$ cat config.mk
export PLATFORM = sky130hd
export DESIGN_NAME = bm_dot_product_lanes
export DESIGN_NICKNAME = d
export VERILOG_FILES = /design/src/rtl/bm_dot_product_lanes.sv
export SDC_FILE = /design/constraint.sdc
export NUM_CORES = 1
export LEC_CHECK = 0
export ABC_AREA = 1
export BUFFER_PORTS_ARGS = -buffer_cell sky130_fd_sc_hd__buf_2
export CAP_MARGIN = 30
export CORE_ASPECT_RATIO = 0.8
export CORE_UTILIZATION = 60
export CTS_CLUSTER_DIAMETER = 150
export DETAILED_ROUTE_END_ITERATION = 8
export PLACE_DENSITY = 0.78
export SYNTH_ARGS = -nofsm -noshare
export SYNTH_HDL_FRONTEND = slang
export SYNTH_SLANG_ARGS = --single-unit
$ cat constraint.sdc
create_clock -name clk -period 12.6 [get_ports clk]
set_input_delay 0 -clock clk [delete_from_list [all_inputs] [get_ports clk]]
set_output_delay 0 -clock clk [all_outputs]
set_load 0.02 [all_outputs]
$ cat src/rtl/bm_dot_product_lanes.sv
// Multi-lane block-minifloat dot product: exact integer accumulation, one RNE conversion to float.
// Optional define BM_DOT_SUBNORMAL_EN decodes exp==0 elements as subnormals instead of zero.
module bm_dot_product_lanes #(
  parameter int e       = 3,
  parameter int m       = 4,
  parameter int E       = 8,
  parameter int M       = 23,
  parameter int SB_size = 4,
  parameter int LANES   = 4,
  parameter int CNT_W   = 8
) (
  input  logic                      clk,
  input  logic                      reset,
  input  logic                      start,
  input  logic [CNT_W-1:0]          num_beats,
  input  logic signed [SB_size-1:0] shared_bias1,
  input  logic signed [SB_size-1:0] shared_bias2,
  input  logic                      in_valid,
  output logic                      in_ready,
  input  logic [LANES*(1+e+m)-1:0]  BM1,
  input  logic [LANES*(1+e+m)-1:0]  BM2,
  output logic                      result_valid,
  output logic [E+M:0]              result,
  output logic                      FLAG_exp_overflow,
  output logic                      busy
);

  localparam int W        = 1 + e + m;
  localparam int BIAS0    = 2**(e-1) - 1;
  localparam int BIASOUT  = 2**(E-1) - 1;
  localparam int SIG_W    = m + 1;
  localparam int KMAX     = 2**e - 2;
  localparam int PW       = 2*SIG_W + 2*KMAX;
  localparam int LG_LANES = (LANES > 1) ? $clog2(LANES) : 0;
  localparam int ACC_W    = PW + CNT_W + LG_LANES + 1;
  localparam int PIDX_W   = $clog2(ACC_W);
  localparam int XW       = 16;

`ifdef BM_DOT_SUBNORMAL_EN
  localparam bit SUBNORM_EN = 1'b1;
`else
  localparam bit SUBNORM_EN = 1'b0;
`endif

  typedef enum logic [2:0] {IDLE, ACCUM, NORM, ROUND, DONE} state_t;

  state_t                    state_q, state_d;
  logic signed [ACC_W-1:0]   acc_q, acc_d;
  logic [CNT_W-1:0]          cnt_q, cnt_d;
  logic [CNT_W-1:0]          nbeats_q, nbeats_d;
  logic signed [SB_size-1:0] sb1_q, sb1_d;
  logic signed [SB_size-1:0] sb2_q, sb2_d;
  logic                      sign_q, sign_d;
  logic [ACC_W-1:0]          mag_q, mag_d;
  logic [PIDX_W-1:0]         p_q, p_d;
  logic signed [XW-1:0]      x_q, x_d;
  logic [E+M:0]              result_q, result_d;
  logic                      flag_q, flag_d;

  logic signed [ACC_W-1:0]   lane_prod [LANES];
  logic signed [ACC_W-1:0]   beat_sum;

  // Per-lane decode and exact product, sign applied after the shift.
  for (genvar gi = 0; gi < LANES; gi++) begin : g_lane
    logic                 s1, s2;
    logic [e-1:0]         exp1, exp2;
    logic [m-1:0]         mant1, mant2;
    logic [SIG_W-1:0]     sig1, sig2;
    logic [e-1:0]         k1, k2;
    logic [e:0]           ksum;
    logic [2*SIG_W-1:0]   sig_prod;
    logic [PW-1:0]        lane_mag;
    logic [ACC_W-1:0]     lane_ext;

    assign s1    = BM1[gi*W + W - 1];
    assign s2    = BM2[gi*W + W - 1];
    assign exp1  = BM1[gi*W + m +: e];
    assign exp2  = BM2[gi*W + m +: e];
    assign mant1 = BM1[gi*W +: m];
    assign mant2 = BM2[gi*W +: m];

    assign sig1 = (exp1 != '0) ? {1'b1, mant1} : (SUBNORM_EN ? {1'b0, mant1} : '0);
    assign sig2 = (exp2 != '0) ? {1'b1, mant2} : (SUBNORM_EN ? {1'b0, mant2} : '0);
    assign k1   = (exp1 != '0) ? exp1 - e'(1) : '0;
    assign k2   = (exp2 != '0) ? exp2 - e'(1) : '0;
    assign ksum = {1'b0, k1} + {1'b0, k2};

    assign sig_prod = sig1 * sig2;
    assign lane_mag = {{(PW-2*SIG_W){1'b0}}, sig_prod} << ksum;
    assign lane_ext = {{(ACC_W-PW){1'b0}}, lane_mag};
    assign lane_prod[gi] = (s1 ^ s2) ? -$signed(lane_ext) : $signed(lane_ext);
  end

  always_comb begin
    beat_sum = '0;
    for (int i = 0; i < LANES; i++) begin
      beat_sum = beat_sum + lane_prod[i];
    end
  end

  // Magnitude, leading-one position and unbiased exponent of the finished sum.
  logic [ACC_W-1:0]     abs_acc;
  logic [PIDX_W-1:0]    lead_pos;
  logic signed [XW-1:0] x_norm;

  always_comb begin
    abs_acc  = acc_q[ACC_W-1] ? -acc_q : acc_q;
    lead_pos = '0;
    for (int i = 0; i < ACC_W; i++) begin
      if (abs_acc[i]) lead_pos = PIDX_W'(i);
    end
    x_norm = XW'($signed({1'b0, lead_pos})) + XW'(2 - 2*BIAS0 - 2*m)
             - XW'(sb1_q) - XW'(sb2_q);
  end

  // Align so the leading one sits at bit M, then round-to-nearest-even on what falls off.
  logic [M:0]        mant_src;
  logic [PIDX_W-1:0] rsh;
  logic [ACC_W-1:0]  low_mask;
  logic [ACC_W-1:0]  low_bits;
  logic [ACC_W-1:0]  half;
  logic              round_up;
  logic [M+1:0]      mant_rnd;
  logic              carry;
  int                b_exp;
  logic [E+M:0]      round_res;
  logic              round_flag;

  always_comb begin
    mant_src = '0;
    rsh      = '0;
    low_mask = '0;
    low_bits = '0;
    half     = '0;
    round_up = 1'b0;
    if (int'(p_q) > M) begin
      rsh      = p_q - PIDX_W'(M);
      mant_src = (M+1)'(mag_q >> rsh);
      low_mask = (ACC_W'(1) << rsh) - ACC_W'(1);
      low_bits = mag_q & low_mask;
      half     = ACC_W'(1) << (rsh - PIDX_W'(1));
      round_up = (low_bits > half) || ((low_bits == half) && mant_src[0]);
    end else begin
      mant_src = (M+1)'({{M{1'b0}}, mag_q} << (M - int'(p_q)));
    end
    mant_rnd = {1'b0, mant_src} + (M+2)'(round_up);
    carry    = mant_rnd[M+1];
    b_exp    = int'(x_q) + int'(carry) + BIASOUT;

    round_flag = 1'b0;
    if (mag_q == '0) begin
      round_res = '0;
    end else if (b_exp >= 2**E - 1) begin
      round_res  = {sign_q, {E{1'b1}}, {M{1'b0}}};
      round_flag = 1'b1;
    end else if (b_exp <= 0) begin
      round_res = {sign_q, {(E+M){1'b0}}};
    end else begin
      round_res = {sign_q, b_exp[E-1:0], mant_rnd[M-1:0]};
    end
  end

  always_comb begin
    state_d  = state_q;
    acc_d    = acc_q;
    cnt_d    = cnt_q;
    nbeats_d = nbeats_q;
    sb1_d    = sb1_q;
    sb2_d    = sb2_q;
    sign_d   = sign_q;
    mag_d    = mag_q;
    p_d      = p_q;
    x_d      = x_q;
    result_d = result_q;
    flag_d   = flag_q;

    case (state_q)
      IDLE: begin
        if (start) begin
          nbeats_d = num_beats;
          sb1_d    = shared_bias1;
          sb2_d    = shared_bias2;
          acc_d    = '0;
          cnt_d    = '0;
          result_d = '0;
          flag_d   = 1'b0;
          state_d  = (num_beats == '0) ? NORM : ACCUM;
        end
      end
      ACCUM: begin
        if (in_valid) begin
          acc_d = acc_q + beat_sum;
          cnt_d = cnt_q + CNT_W'(1);
          if (cnt_q + CNT_W'(1) == nbeats_q) state_d = NORM;
        end
      end
      NORM: begin
        sign_d  = acc_q[ACC_W-1];
        mag_d   = abs_acc;
        p_d     = lead_pos;
        x_d     = x_norm;
        state_d = ROUND;
      end
      ROUND: begin
        result_d = round_res;
        flag_d   = round_flag;
        state_d  = DONE;
      end
      DONE:    state_d = IDLE;
      default: state_d = IDLE;
    endcase
  end

  always_ff @(posedge clk) begin
    if (!reset) begin
      state_q  <= IDLE;
      acc_q    <= '0;
      cnt_q    <= '0;
      nbeats_q <= '0;
      sb1_q    <= '0;
      sb2_q    <= '0;
      sign_q   <= 1'b0;
      mag_q    <= '0;
      p_q      <= '0;
      x_q      <= '0;
      result_q <= '0;
      flag_q   <= 1'b0;
    end else begin
      state_q  <= state_d;
      acc_q    <= acc_d;
      cnt_q    <= cnt_d;
      nbeats_q <= nbeats_d;
      sb1_q    <= sb1_d;
      sb2_q    <= sb2_d;
      sign_q   <= sign_d;
      mag_q    <= mag_d;
      p_q      <= p_d;
      x_q      <= x_d;
      result_q <= result_d;
      flag_q   <= flag_d;
    end
  end

  assign in_ready          = (state_q == ACCUM);
  assign busy              = (state_q != IDLE);
  assign result_valid      = (state_q == DONE);
  assign result            = result_q;
  assign FLAG_exp_overflow = flag_q;

endmodule

==> results_dict.tcl, run 1 <==
set metrics [dict create \
    status "finished clean" \
    clockRootBuffer "clkbuf_16" \
    fin_area_um2 26330 \
    grt_pass1_vias 23490 \
    netlist_area_um2 24590 \
    dr.pass1.iters 7 \
    track_usage_pct 35.44 \
    drt-wirelength-per-cell_um 15.93 \
    endpoint_kind "flip-flop" \
    utilization_pct 65.94 \
    drv_slew 0 \
    path_max_fanout 35 \
    io_buffers 119 \
    cts_tree "done" \
    die_w_um 228.3 \
    finalWorstSetupSlack_ns 2.395 \
    r2r-end "result[3]$_SDFFE_PN0P_" \
    critPathTopFamily "simple AND/OR/NAND/NOR gates" \
    r2r_start "p_q[1]$_SDFFE_PN0N_" \
    syn_nets 4464 \
    place_area_um2 25470 \
    reg2reg_slack_ns 2.39 \
    cpPeakStageDelay_ns 0.76 \
    ys_warn_count 0 \
    cp_data_arrival_time_ns 10.58 \
    place_ws_ns 2.603 \
    power_density_nw_per_um2 257.6 \
    synth_ff_type "dfxtp_1" \
    finalSetupViolCount 0 \
    pin_count 120 \
    fmax_ghz 0.09799 \
    critical_path_class "reg -> reg" \
    crit_required_ns 12.97 \
    ys_ff_latch 142 \
    fp.dieH_um 183.1 \
    synth_cell_types 71 \
    vias 26290 \
    drc 0 \
    final_common_cell "nand2_1" \
    core_um2 39930 \
    worst_pin_slew_ns 1.002 \
    ys_seq_area_share_pct 11.56 \
    grt_pass1_wl_mm 120.7 \
    fin_crit_ns 10.21 \
    synth_edf_count 0 \
    crit_buf_inv 9 \
    r2r_cells 57 \
    grt_max_degree 90 \
    final_antenna_net_count 0 \
    max_cap_violations 0 \
    cts_resized 0 \
    async_flop_share_pct 0 \
    cp-startpoint "p_q[1]$_SDFFE_PN0N_" \
    synth_cells 4057 \
    leakagePower_nw 13.62 \
    numCtsBuffers 17 \
    skew_ns 0.01441 \
    finalCritPeriodShare_pct 80.99 \
    vdd_drop_max_v 0.0003083 \
    clkSinkCount 142 \
    grt_remaining_overflow 0 \
    startpoint_type "flip-flop" \
    wl_mm 74.16 \
    vias_per_cell 5.647 \
    dp_hpwl_mm 60.12 \
    clk_pin_slew_ns 0.07 \
    fin_setup_tns_ns 0 \
    drt_iter0_drc 3093 \
    drive_gt1_share_pct 6.336 \
    max_slew_margin_pct 32.94 \
    path_depth 57 \
    slowest_stage "dfxtp_1" \
    nNetsFinal 4513 \
    final_cell_mix "nand2_1, inv_1, nor2_1" \
    rows 65 \
    rsz0062_at_grt "false" \
    syn-mean-instance-area_um2 6.060 \
    insertion_delay_ns 0.44 \
    initial_core_util_pct 61.57 \
    htree_levels 4 \
    dieArea_um2 41800 \
    antenna_found_initial 0 \
    power_w 0.006785 \
    cts_max_path_buffers 2 \
    cp-endpoint "result[3]$_SDFFE_PN0P_" \
    cts_setup_buffers 0 \
    holdCritPathClass "in -> reg" \
    hold_viol 0 \
    area_growth_pct 7.105 \
    gp_congestion 1.060 \
]
synthesized netlist by cell type, drive strengths merged, types with 2 or more instances:
cell    number  area share, %
dfxtp      142             12
a21boi       4           0.12
a22o         2          0.071
a32o         3           0.12
a211oi       9           0.27
mux2i       12           0.49
nand4       46            1.2
a31oi       24           0.61
o21a        13           0.40
nor3        71            1.6
a221oi       6           0.21
nand2     1019             16
a22oi       12           0.37
o21ai      330            6.8
and3         7           0.18
o21bai       4           0.12
o211ai      17           0.52
a21o         7           0.21
and2         2          0.051
a21oi      293            6.0
buf         38           0.87
fa         140             11
nor2       418            6.7
xor2       114            4.2
o311ai       2          0.071
xnor2       43            1.5
o31ai        8           0.24
clkinv       6          0.092
nor4        14           0.38
o22ai       14           0.38
or2         34           0.87
inv        660             10
nor3b        4           0.16
ha         183            9.3
nand3b       8           0.24
nand3      241            4.9
clkbuf      97            1.5
sequential cells by signal, indices dropped and copies added, names as in the netlist:
signal             flops
state_q                3
nbeats_q               8
cnt_q                  8
x_q                   10
p_q                    5
mag_q                 33
acc_q                 33
sign_q                 1
FLAG_exp_overflow      1
sb1_q                  4
result                32
sb2_q                  4
power by group:
part           leakage (nW)  total, W  switching, W  internal (W)
registers              1.15  0.000567     0.0000673      0.000500
clock network         0.298  0.000530      0.000241      0.000289
logic                  12.2   0.00569       0.00364       0.00205
total                  13.6   0.00678       0.00395       0.00284
worst min-delay path: cells and delay by family:
family | cells | cell delay [ns]
simple gates | 1 | 0.16
compound gates | 1 | 0.09
buf+inv | 1 | 0.18
cell families after synthesis:
logic type	count (synthesis)	synth area share [%]
xor gates and xnor gates	157	5.776
adders and majority gates	323	20.71
DFF	142	11.56
buffers and inverters	801	12.54
muxes	12	0.4886
and+or+nand+nor	1866	32.10
AOI/OAI and AO/OA	756	16.82
cell type report:
type,count,area (um^2)
timing repair buffer,165,1046
clock inverter,14,158.9
antenna,1,2.502
inverter,666,2506
tap,536,670.6
clock buffer,18,439.2
sequential,142,2844
multi-input combinational,3114,18670
fill,3957,13600
worst min path at each step:
stage / cells past startpoint / endpoint / start / slack, ns
6_report: 3 / sb1_q[0]$_SDFFE_PN0P_ / start / 0.04
5_1_grt: 3 / sb1_q[0]$_SDFFE_PN0P_ / start / 0.04
4_1_cts: 3 / sb1_q[0]$_SDFFE_PN0P_ / start / 0.01
3_5_place_dp: 3 / sb1_q[2]$_SDFFE_PN0P_ / shared_bias1[2] / 0.28
3_3_place_gp: 3 / sb2_q[2]$_SDFFE_PN0P_ / shared_bias2[2] / 0.28
2_1_floorplan: 2 / sb2_q[0]$_SDFFE_PN0P_ / shared_bias2[0] / 0.16
repair_timing:
item,CTS,global route
hold buffers,26,0
setup endpoints to repair,0,0
hold endpoints to repair,17,0
routing by layer:
layer | track usage [%] | wire, um
met5 | 0 | 0
met4 | 6.336 | 1081
met3 | 6.048 | 7742
met2 | 51.66 | 29750
met1 | 54.46 | 35580
stage by stage:
step | hold slack, ns | instances
6_report | 0.03895 | 4656
5_1_grt | 0.04343 | 4655
4_1_cts | 0.01255 | 4655
3_5_place_dp | 0.2834 | 4597
3_3_place_gp | 0.2839 | 4594
2_1_floorplan | 0.1644 | 4057
Note: power is estimated with default switching activity, not from simulation.
==> inputs of run 2 (changes only) <==
Settings changed: CORE_UTILIZATION 60 to 59, PLACE_DENSITY 0.78 to 0.8.
Clock period 12.6 ns to 8.4 ns, I/O delays scaled along.
==> results_dict.tcl, run 2 (synthesis gave the netlist of run 1 again) <==
set metrics [dict create \
    status "finished clean" \
    cp_data_arrival_time_ns 8.62 \
    final_antenna_net_count 0 \
    max_cap_violations 0 \
    hold_viol 0 \
    leakagePower_nw 15.16 \
    min-delay-start "start" \
    worst_pin_slew_ns 1.027 \
    area_growth_pct 18.87 \
    skew_ns 0.01714 \
    die_w_um 230.2 \
    dr.pass1.iters 6 \
    final_common_cell "nand2_1" \
    finalSetupViolCount 0 \
    cp-startpoint "p_q[4]$_SDFFE_PN0N_" \
    fin_crit_ns 8.321 \
    rsz0062_at_grt "true" \
    cts_max_path_buffers 2 \
    htree_levels 4 \
    grt_pass1_wl_mm 124.9 \
    nNetsFinal 4816 \
    p_sw_share_pct 53.15 \
    dieArea_um2 42500 \
    critical_path_class "reg -> reg" \
    clkSinkCount 142 \
    crit_required_ns 8.70 \
    power_w 0.01237 \
    rows 66 \
    drt-wirelength-per-cell_um 15.94 \
    grt_max_degree 65 \
    grt_pass1_vias 24930 \
    drc 0 \
    cpPeakStageDelay_ns 0.35 \
    grt_remaining_overflow 0 \
    finalCritPeriodShare_pct 99.06 \
    cts_tree "done" \
    dp_hpwl_mm 62.71 \
    track_usage_pct 36.38 \
    max_slew_margin_pct 31.44 \
    holdCritPathClass "in -> reg" \
    drive_gt1_share_pct 15.06 \
    gp_congestion 1.015 \
    insertion_delay_ns 0.43 \
    vdd_drop_max_v 0.0006105 \
    fp.dieH_um 184.6 \
    vias_per_cell 5.629 \
    clockRootBuffer "clkbuf_16" \
    vias 27950 \
    clockPowerShare_pct 6.3 \
    io_buffers 119 \
    fmax_ghz 0.1202 \
    p_switching_w 0.006576 \
    antenna_found_initial 0 \
    path_max_fanout 6 \
    place_area_um2 27480 \
    drt_iter0_drc 3378 \
    clk_pin_slew_ns 0.07 \
    p_seq_share_pct 6.8 \
    combinationalPowerShare_pct 86.8 \
    diodes 0 \
    drv_slew 0 \
    utilization_pct 71.50 \
    internal_power_w 0.005796 \
    numCtsBuffers 17 \
    fin_area_um2 29230 \
    startpoint_type "flip-flop" \
    slowest_stage "dfxtp_1" \
    initial_core_util_pct 60.15 \
    wl_mm 79.14 \
    pin_count 120 \
    r2r_start "p_q[4]$_SDFFE_PN0N_" \
    core_um2 40880 \
    power_density_nw_per_um2 423.3 \
    endpoint_kind "flip-flop" \
    crit_top_cell "inv_2" \
    final_cell_mix "nand2_1, inv_1, nor2_1" \
]
run 2: power by group through the flow:
stage	clock network [W]	registers, W	logic [W]
floorplan	0	0.000827	0.00654
global placement	0	0.000855	0.00953
detailed placement	0	0.000856	0.00976
CTS	0.000779	0.000842	0.00984
global route	0.000814	0.000856	0.0120
finish	0.000783	0.000847	0.0107
run 2: final timing paths:
kind	end	slack (ns)	depth (start not counted)
worst min register to register	result[21]$_SDFFE_PN0P_	0.46	2
worst min-delay path	state_q[0]$_SDFFE_PN0P_	0.08	5
worst max-delay path	result[12]$_SDFFE_PN0P_	0.08	59
worst max register to register	result[12]$_SDFFE_PN0P_	0.08	59
run 2: timing repair:
item / 4_1_cts / 5_1_grt
setup endpoints to repair: 19 / 47
hold buffers: 27 / 0
cloned: 0 / 1
endpoints found under the hold margin: 16 / 0
setup buffers: 1 / 28
pin swaps: 2 / 72
gates resized for setup: 3 / 167
run 2: metrics by stage:
stage	cells	TNS, ns	hold WS [ns]	setup slack, ns
global placement	4877	-0.3443	0.2799	-0.08114
global route	4965	-9.851	0.1222	-0.4131
detailed placement	4877	-1.668	0.2865	-0.3393
finish	4965	0	0.07868	0.07875
CTS	4936	0	0.05461	0.04384
floorplan	4057	0	0.1644	0.03615
run 2: area by class of cell:
class / instances / area [um^2]
repair inverters: 1 / 6.256
flip-flops and latches: 142 / 2846
repair buffers: 467 / 3307
multi-input cells: 3114 / 19270
clock inverters: 14 / 175.2
fillers: 3524 / 11650
well taps: 544 / 680.7
inverters: 666 / 2516
clock buffers: 17 / 425.4
run 2: routing by layer:
metal	global-route usage (%)	share of wire, %	vias to the layer above
li1	-	-	13720
met1	53.31	46	12770
met2	54.98	42	1331
met3	7.225	11	131
met4	7.099	1.9	0
met5	0	0	-
run 2: critical path, delay by kind of cell, from the launching register on:
family	cells	cell delay, ns
XOR/XNOR	2	0.45
AO/OA/AOI/OAI	8	0.97
buffers and inverters	12	1.24
adder cells (fa/ha/maj)	6	1.25
flip-flops	1	0.35
AND/OR/NAND/NOR	31	3.91
